==> config.mk <==
export PLATFORM = sky130hd
export DESIGN_NAME = ds_frame_ctrl
export DESIGN_NICKNAME = d
export VERILOG_FILES = /design/src/rtl/ds_frame_ctrl.sv
export SDC_FILE = /design/constraint.sdc
export NUM_CORES = 1
export LEC_CHECK = 0
export BUFFER_PORTS_ARGS = -buffer_cell sky130_fd_sc_hd__buf_2
export CORE_AREA = 2 2 84 54
export CTS_BUF_LIST = sky130_fd_sc_hd__clkbuf_4
export CTS_CLUSTER_DIAMETER = 60
export DETAILED_ROUTE_END_ITERATION = 10
export DIE_AREA = 0 0 86 56
export PLACE_DENSITY_LB_ADDON = 0.08
export SLEW_MARGIN = 20
export SYNTH_ARGS = -nofsm -noshare
export SYNTH_HDL_FRONTEND = slang
export SYNTH_SLANG_ARGS = --single-unit
export TNS_END_PERCENT = 10
==> constraint.sdc <==
create_clock -name clk -period 4.5 [get_ports clk]
set_input_delay 0.675 -clock clk [delete_from_list [all_inputs] [get_ports clk]]
set_output_delay 0.675 -clock clk [all_outputs]
set_load 0.03 [all_outputs]
==> src/rtl/ds_frame_ctrl.sv <==
// ds_frame_ctrl: frame-capture sequencer for the decimate-by-10 peak-hold
// downsampler. A start command holds the downsampler in reset for one cycle,
// releases it at the start of RUN so its window counter lines up with frame
// word 0, and gates its sample enable from the ADC strobe. Each rising edge of
// the downsampler's output-valid writes one word to the frame RAM. After
// FRAME_LEN words the downsampler is parked again and done pulses for one cycle.
//
// Ports:
//   clk, rst          system clock, synchronous active-high reset
//   start, abort      one-cycle capture request / cancel (abort wins)
//   adc_valid         ADC sample strobe
//   ds_rst, ds_ena    downsampler reset and sample enable (ds_ena combinational)
//   ds_busy           downsampler outbusy, suppresses its out_en outside RUN
//   ds_out_en,ds_data downsampler output-valid and signed 12-bit word
//   wr_en/addr/data   frame RAM write port, one cycle after word acceptance
//   busy, done        capture in progress / one-cycle frame-complete pulse
//   frame_peak        signed max of the last completed frame
//
// Build option: define DS_FRAME_PEAK_EN to enable the frame peak tracker;
// otherwise frame_peak is tied to 0.
module ds_frame_ctrl #(
  parameter int unsigned FRAME_LEN = 256,
  parameter int unsigned ADDR_W    = 8
) (
  input  logic                     clk,
  input  logic                     rst,
  input  logic                     start,
  input  logic                     abort,
  input  logic                     adc_valid,
  output logic                     ds_rst,
  output logic                     ds_ena,
  output logic                     ds_busy,
  input  logic                     ds_out_en,
  input  logic signed [11:0]       ds_data,
  output logic                     wr_en,
  output logic [ADDR_W-1:0]        wr_addr,
  output logic signed [11:0]       wr_data,
  output logic                     busy,
  output logic                     done,
  output logic signed [11:0]       frame_peak
);

  // One extra counter bit so FRAME_LEN = 2^ADDR_W is representable.
  localparam int unsigned CNT_W = ADDR_W + 1;
  localparam logic [CNT_W-1:0] LAST_IDX = CNT_W'(FRAME_LEN - 1);

  typedef enum logic [1:0] {
    IDLE = 2'd0,
    ARM  = 2'd1,
    RUN  = 2'd2,
    DONE = 2'd3
  } state_t;

  state_t           state_q, state_d;
  logic [CNT_W-1:0] cnt_q;
  logic             oe_q;
  logic             accept_c;
  logic             last_c;
  logic             ds_rst_d, ds_busy_d, busy_d, done_d;

  // The downsampler holds out_en between sparse enables, so only its rising
  // edge marks a new word. A cycle carrying abort accepts nothing.
  always_comb begin
    accept_c = (state_q == RUN) && ds_out_en && !oe_q && !abort;
    last_c   = accept_c && (cnt_q == LAST_IDX);
  end

  // Next state and registered-output decode.
  always_comb begin
    state_d   = state_q;
    ds_rst_d  = 1'b1;
    ds_busy_d = 1'b1;
    busy_d    = 1'b0;
    done_d    = 1'b0;

    unique case (state_q)
      IDLE: if (start) state_d = ARM;
      ARM:  state_d = RUN;
      RUN:  if (last_c) state_d = DONE;
      DONE: state_d = IDLE;
    endcase
    if (abort) state_d = IDLE;

    unique case (state_d)
      IDLE: ;
      ARM:  busy_d = 1'b1;
      RUN: begin
        ds_rst_d  = 1'b0;
        ds_busy_d = 1'b0;
        busy_d    = 1'b1;
      end
      DONE: begin
        busy_d = 1'b1;
        done_d = 1'b1;
      end
    endcase
  end

  // Sample enable follows the ADC strobe only while running.
  assign ds_ena = (state_q == RUN) && adc_valid;

  // State and control-output registers.
  always_ff @(posedge clk) begin
    if (rst) begin
      state_q <= IDLE;
      ds_rst  <= 1'b1;
      ds_busy <= 1'b1;
      busy    <= 1'b0;
      done    <= 1'b0;
    end else begin
      state_q <= state_d;
      ds_rst  <= ds_rst_d;
      ds_busy <= ds_busy_d;
      busy    <= busy_d;
      done    <= done_d;
    end
  end

  // Word counter, edge register and frame RAM write port.
  always_ff @(posedge clk) begin
    if (rst) begin
      cnt_q   <= '0;
      oe_q    <= 1'b0;
      wr_en   <= 1'b0;
      wr_addr <= '0;
      wr_data <= '0;
    end else begin
      wr_en <= accept_c;
      oe_q  <= (state_q == ARM) ? 1'b0 : ds_out_en;
      if (accept_c) begin
        wr_addr <= cnt_q[ADDR_W-1:0];
        wr_data <= ds_data;
        cnt_q   <= cnt_q + CNT_W'(1);
      end
      if (state_q == ARM) cnt_q <= '0;
    end
  end

`ifdef DS_FRAME_PEAK_EN
  logic signed [11:0] peak_q;
  logic signed [11:0] peak_next_c;

  always_comb begin
    peak_next_c = peak_q;
    if (accept_c && (ds_data > peak_q)) peak_next_c = ds_data;
  end

  // Running max restarts at the most negative value; published on entry to DONE.
  always_ff @(posedge clk) begin
    if (rst) begin
      peak_q     <= 12'sh800;
      frame_peak <= '0;
    end else begin
      peak_q <= (state_q == ARM) ? 12'sh800 : peak_next_c;
      if (last_c) frame_peak <= peak_next_c;
    end
  end
`else
  assign frame_peak = '0;
`endif

endmodule

==> summary.md, run 1 <==
| Metric | Value |
|---|---|
| Worst setup EP type | `output port` |
| Routed WL per cell | `11.5 um` |
| Synth cell types | `32` |
| Share of layout cells above drive strength 1 | `0.249` |
| Initial antenna violation count | `0` |
| Worst setup SP type | `register` |
| Synth top area share | `0.458` |
| Fmax | `480 MHz` |
| Pwr Density | `330 mW/mm^2` |
| Skew final | `0.0108 ns` |
| Worst path max stage delay | `0.40 ns` |
| Register area share after synthesis | `0.458` |
| Diode count | `0` |
| EDFF count, synth | `0` |
| WS Path Type | `reg2out` |
| Num rows | `18` |
| Synth top area cells | `dfxtp_1 (46%), nand2_1 (11%), a21oi_1 (8.3%)` |
| Post-synth ARST share | `0` |
| DR pass1 iterations | `4` |
| Die area | `0.00482 mm^2` |
| Fin nets | `243` |
| Lkg Pwr | `0.743 nW` |
| Placed insts | `263` |
| Vias in the first global route | `1,187` |
| Count leader, synth | `nand2_1` |
| Post-route DRC | `0` |
| Synth top cells by count | `nand2_1 (45), dfxtp_1 (36), a21oi_1 (26), buf_4 (13), nor2_1 (9)` |
| Final period utilization | `0.463` |
| Final Hold Vio Count | `0` |
| Hold path depth | `2` |
| Worst path cell trace | `inv_1 -> ha_1 -> and2_1 -> buf_2` |
| Final TNS setup | `0 ns` |
| Most area-hungry cell type in the Yosys netlist | `dfxtp_1` |
| Mapped Area | `0.00157 mm^2` |
| Max clock buf depth | `2` |
| CP top delay family | `flip-flops` |
| Syn avg cell area | `8.64 um^2` |
| Minimum clock period | `2.08 ns` |
| First-pass GRT wire length | `5310 um` |
| Worst hold path class | `reg2reg` |
| Slew Viols, Final | `0` |
| DR top layer | `met4` |
| Cell count along the critical path | `4` |
| Initial Utilization | `0.395` |
| Tot Pwr | `0.000592 W` |
| Ys Warns | `0` |
| Max-cap violations | `0` |
| Vias per cell | `4.74` |
| Top Ports | `56` |
| GRT Util Overall | `0.139` |
| Final Setup Violations | `0` |
| VDD IR-drop max | `0.154 mV` |
| Syn Inst Count | `182` |
| CTS tree | `yes` |
| Hold_buf cts | `0` |
| Worst skew pair latency | `0.34 ns` |
| Placer's final routability congestion estimate | `0.796` |
| Grt ovf | `0` |
| CP max FO | `4` |
| Routed Antenna Nets | `0` |
| Seq cells post-synth | `36` |
| Path depth of the worst reg2reg path | `5` |
| CTS Sinks | `36` |
| Status | `finished clean` |
| Core footprint | `0.00399 mm^2` |
| Metal3 WL | `236 um` |
| Area delta synth->final | `14.0%` |
| RSZ-0062 raised after global routing | `no` |
| WP data arrival | `1.41 ns` |
| Dpl hpwl | `2170 um` |
| Root buf cell | `clkbuf_4` |
| Worst-path clk slew | `0.11 ns` |
| Resized cells post-CTS | `0` |
| Initial drt markers | `29` |
| Largest net degree at the start of global routing | `35` |
| Drt total wl | `3120 um` |
| Via count | `1,284` |
| WP data required | `3.83 ns` |
| H-tree lvl count | `2` |
| CTS buffer count | `5` |
| WL met2 | `1290 um` |
| Post-route met1 wirelength | `1520 um` |
| Vert. Die Dim | `56 um` |
| Final cell count without fillers | `271` |
| IO buf count | `43` |
| Buf/Inv on CP | `2` |
| Die X | `86 um` |
| Post-CTS Repair Setup Buffers | `0` |
| CP max-delay cell | `dfxtp_1` |
| Dominant synthesized flop cell | `dfxtp_1` |
cell type report:
class | count | area [um^2]
clock inverter | 2 | 35.0
multi-input combinational | 128 | 692
clock buffer | 6 | 45.0
inverter | 6 | 22.5
timing repair buffer | 43 | 215
sequential | 36 | 721
fill | 401 | 2190
tap | 50 | 62.6
worst register-to-register path, delay by kind of cell, from the launching register on:
kind	cells	cell delay [ns]
flip-flops	1	0.36
AND/OR/NAND/NOR	2	1.03
AO/OA/AOI/OAI	1	0.15
buffers and inverters	1	0.09
adder cells (fa/ha/maj)	1	0.24
sequential cells by signal, summed over array words and instances (netlist names):
signal	flops
cnt_q	9
wr_en	1
ds_busy	1
busy	1
state_q	2
wr_data	12
done	1
oe_q	1
wr_addr	8
where the power goes:
group | internal (W) | total, W | switching, W
sequential | 0.000320 | 0.000322 | 0.00000140
clock | 0.000123 | 0.000232 | 0.000109
combinational | 0.0000112 | 0.0000385 | 0.0000273
total | 0.000454 | 0.000592 | 0.000138
path summary, 6_finish.rpt:
check / from / end / slack [ns]
setup reg to reg: state_q[0]$_SDFF_PP0_ / cnt_q[5]$_SDFFE_PP0P_ / 2.56
setup / recovery: state_q[0]$_SDFF_PP0_ / ds_ena / 2.42
hold / removal: wr_addr[5]$_SDFFE_PP0P_ / wr_addr[5]$_SDFFE_PP0P_ / 0.46
hold reg to reg: wr_addr[5]$_SDFFE_PP0P_ / wr_addr[5]$_SDFFE_PP0P_ / 0.46
logic make-up after synthesis:
group           Yosys count  synth area share
other cells               1           0.00238
simple gates             73             0.231
flops                    36             0.458
xor+xnor                  1           0.00557
fa+ha+maj                 5            0.0398
compound gates           37             0.135
buf+inv                  29             0.128
per-stage QoR:
step           utilization  setup slack (ns)  hold WS, ns  area [um^2]
3_5_place_dp         0.430              2.34        0.444         1710
5_1_grt              0.450              2.31        0.477         1790
2_1_floorplan            -              2.87        0.454         1610
6_report             0.450              2.42        0.457         1790
3_3_place_gp         0.430              2.40        0.443         1710
4_1_cts              0.450              2.40        0.459         1790
cell usage in the layout, fill, tap and decap left out, types with 2 or more instances in the layout:
cell type	Yosys	routed
dfxtp_1	36	36
clkbuf_4	0	6
and2_1	2	2
ha_1	5	5
or4_1	4	4
o21a_1	2	2
o21ai_0	2	2
buf_2	4	43
nand3_1	3	3
conb_1	1	12
nand2_1	45	45
a21oi_1	26	26
inv_1	6	6
nor2_1	9	9
o31ai_1	4	4
metal layers:
metal | track usage | vias up
met3 | 0.0564 | 10
met2 | 0.193 | 44
met4 | 0.0703 | 0
met5 | 0 | -
li1 | - | 655
met1 | 0.183 | 575
Note: power is estimated with default switching activity, not from simulation.
==> inputs of run 2 (changes only) <==
==> constraint.sdc (replaced) <==
create_clock -name clk -period 1.8 [get_ports clk]
set_input_delay 0.27 -clock clk [delete_from_list [all_inputs] [get_ports clk]]
set_output_delay 0.27 -clock clk [all_outputs]
set_load 0.03 [all_outputs]
==> run 2 against run 1 <==
Via count increased by 3.7%; worst setup slack got worse by 2.3 ns; flip-flop and latch count unchanged; first-iteration DRC count increased by 140%; non-clock buffer count increased by 5; register-to-register slack got worse by 2.4 ns; highest routed layer unchanged.
==> summary.md, run 2 (synthesis results as in run 1) <==
| Metric | Value |
|---|---|
| Hold path depth | `3 (was 2)` |
| Worst path cell trace | `inv_1 -> ha_1 -> and2_1 -> buf_2 (unchanged)` |
| Buf/Inv on CP | `2 (unchanged)` |
| Post-route DRC | `0 (unchanged)` |
| Placed insts | `268 (was 263)` |
| CTS buffer count | `5 (unchanged)` |
| VDD IR-drop max | `0.334 mV (was 0.154 mV)` |
| Fin nets | `248 (was 243)` |
| CTS tree | `yes (unchanged)` |
| Worst slack at placement | `0.0385 ns (was 2.34 ns)` |
| Commonest cells after routing, fill and taps aside | `nand2_1 (45), buf_2 (43), dfxtp_1 (33), a21oi_1 (26), conb_1 (12) (was nand2_1 (45), buf_2 (43), dfxtp_1 (36), a21oi_1 (26), conb_1 (12))` |
| Worst setup EP type | `output port (unchanged)` |
| Grt ovf | `0 (unchanged)` |
| Status | `finished clean (unchanged)` |
| Via count | `1,332 (was 1,284)` |
| Final cell count without fillers | `275 (was 271)` |
| Reg2reg setup slack | `0.14 ns (was 2.56 ns)` |
| Root buf cell | `clkbuf_4 (unchanged)` |
| Worst path max stage delay | `0.40 ns (about the same)` |
| Met2 usage | `0.240 (was 0.193)` |
| Area delta synth->final | `15.5% (was 14.0%)` |
| H-tree lvl count | `2 (unchanged)` |
| Die area | `0.00482 mm^2 (unchanged)` |
| Worst hold path class | `in2reg (was reg2reg)` |
| Worst setup SP type | `register (unchanged)` |
| Slew Viols, Final | `0 (unchanged)` |
| Hold wc startpoint | `ds_data[10] (was wr_addr[5]$_SDFFE_PP0P_)` |
| Skew final | `0.00867 ns (was 0.0108 ns)` |
| Routed WL per cell | `12.1 um (was 11.5 um)` |
| Initial antenna violation count | `0 (unchanged)` |
| Worst hold endpoint | `wr_data[10]$_SDFFE_PP0P_ (was wr_addr[5]$_SDFFE_PP0P_)` |
| WP data arrival | `1.41 ns (about the same)` |
| Diode count | `0 (unchanged)` |
| DR pass1 iterations | `4 (unchanged)` |
| Lkg Pwr | `0.748 nW (was 0.743 nW)` |
| CP max FO | `4 (unchanged)` |
| Path depth of the worst reg2reg path | `7 (was 5)` |
| Worst skew pair latency | `0.33 ns (was 0.34 ns)` |
| Max clock buf depth | `2 (unchanged)` |
| Num rows | `18 (unchanged)` |
| Global route hottest layer | `met2 (unchanged)` |
| Top Ports | `56 (unchanged)` |
| Met3 usage | `0.0430 (was 0.0564)` |
| Final Hold Vio Count | `0 (unchanged)` |
| WP data required | `1.53 ns (was 3.83 ns)` |
| Share of layout cells above drive strength 1 | `0.276 (was 0.249)` |
| Final worst setup slack | `0.124 ns (was 2.42 ns)` |
| Final period utilization | `0.931` |
| Top flop regs | `wr_data: 12 flops, cnt_q: 9 flops, wr_addr: 8 flops (unchanged)` |
| WS Path Type | `reg2out (unchanged)` |
| Drt total wl | `3340 um (was 3120 um)` |
| Placer's final routability congestion estimate | `0.790 (was 0.796)` |
| Initial drt markers | `69 (was 29)` |
| Number of flip-flops under the largest register name | `12 (unchanged)` |
| Worst flop-to-flop path endpoint | `busy$_SDFF_PP0_ (was cnt_q[5]$_SDFFE_PP0P_)` |
| Final TNS setup | `0 ns (unchanged)` |
| Largest net degree at the start of global routing | `27 (was 35)` |
| Vias per cell | `4.84 (was 4.74)` |
| Met1 usage | `0.187 (was 0.183)` |
| IO buf count | `43 (unchanged)` |
| CP max-delay cell | `dfxtp_1 (unchanged)` |
| CTS Sinks | `36 (unchanged)` |
| Initial Utilization | `0.395 (unchanged)` |
| GRT Util Overall | `0.150 (was 0.139)` |
| Vert. Die Dim | `56 um (unchanged)` |
| Tot Pwr | `0.00129 W (was 0.000592 W)` |
| Pwr Density | `707 mW/mm^2 (was 330 mW/mm^2)` |
| Minimum clock period | `1.68 ns` |
| First-pass GRT wire length | `5690 um (was 5310 um)` |
| Worst-path clk slew | `0.10 ns (was 0.11 ns)` |
| RSZ-0062 raised after global routing | `no (unchanged)` |
| Dpl hpwl | `2390 um (was 2170 um)` |
| Fmax | `597 MHz` |
| Die X | `86 um (unchanged)` |
| R2R Path Start | `cnt_q[1]$_SDFFE_PP0P_ (was state_q[0]$_SDFF_PP0_)` |
| Routed Antenna Nets | `0 (unchanged)` |
| CP top delay family | `flip-flops (unchanged)` |
| Final Setup Violations | `0 (unchanged)` |
| Hold_buf cts | `0 (unchanged)` |
| Vias in the first global route | `1,268 (was 1,187)` |
| Most common cell after layout, fill and taps aside | `nand2_1 (unchanged)` |
| Core footprint | `0.00399 mm^2 (unchanged)` |
| Register with the most flip-flops | `wr_data (unchanged)` |
| Max-cap violations | `0 (unchanged)` |
==> run 2: cell types whose count changed in the layout (fill, tap and decap cells not counted), moves of 2 or more <==
cell / delta
clkinv_1: +2
buf_4: +4
dfxtp_1: -3
dfxtp_2: +3
==> run 2: repair_timing <==
action,CTS,global route
resized for setup,1,5
buffers inserted,0,0
setup endpoints to repair,1,4
pin swaps,0,1
gates cloned,0,0
==> run 2: worst reg2reg max path, cell delays in order, from the launching register on <==
cell,delay (ns)
dfxtp_2,0.37
ha_2,0.19
nand3_1,0.09
nor2_2,0.11
ha_1,0.16
nand4bb_1,0.10
a2111o_1,0.42
o21ai_1,0.15
==> run 2: stage by stage <==
step / util / hold slack, ns / cell area, um^2
finish: 0.456 / 0.170 / 1820
global route: 0.456 / 0.165 / 1820
CTS: 0.454 / 0.145 / 1810
detailed placement: 0.442 / 0.445 / 1760
global placement: 0.442 / 0.441 / 1760
floorplan: - / 0.392 / 1610
==> run 2: cell type report <==
cell class                 instances  area (um^2)
inverter                           6         22.5
multi-input combinational        128          697
fill                             409         2170
tap                               50         62.6
clock buffer                       5         37.5
clock inverter                     2         7.51
timing repair buffer              48          265
sequential                        36          724
==> run 2: worst max-delay path by stage <==
stage / from / endpoint / cells after the start
after floorplan: cnt_q[0]$_SDFFE_PP0P_ / busy$_SDFF_PP0_ / 7
after global placement: cnt_q[1]$_SDFFE_PP0P_ / busy$_SDFF_PP0_ / 7
after detailed placement: cnt_q[1]$_SDFFE_PP0P_ / busy$_SDFF_PP0_ / 7
after CTS: cnt_q[1]$_SDFFE_PP0P_ / busy$_SDFF_PP0_ / 7
after global routing: cnt_q[1]$_SDFFE_PP0P_ / busy$_SDFF_PP0_ / 7
final: state_q[0]$_SDFF_PP0_ / ds_ena / 4
==> run 2: power by group <==
group,total [W],internal [W],switching [W]
Sequential,0.000805,0.000801,0.00000384
Clock,0.000382,0.000136,0.000246
Combinational,0.0000979,0.0000283,0.0000696
==> run 2: metal layers <==
metal	share of wire	vias up
met5	0	-
met2	0.45	44
li1	-	670
met4	0.018	0
met1	0.47	610
met3	0.063	8
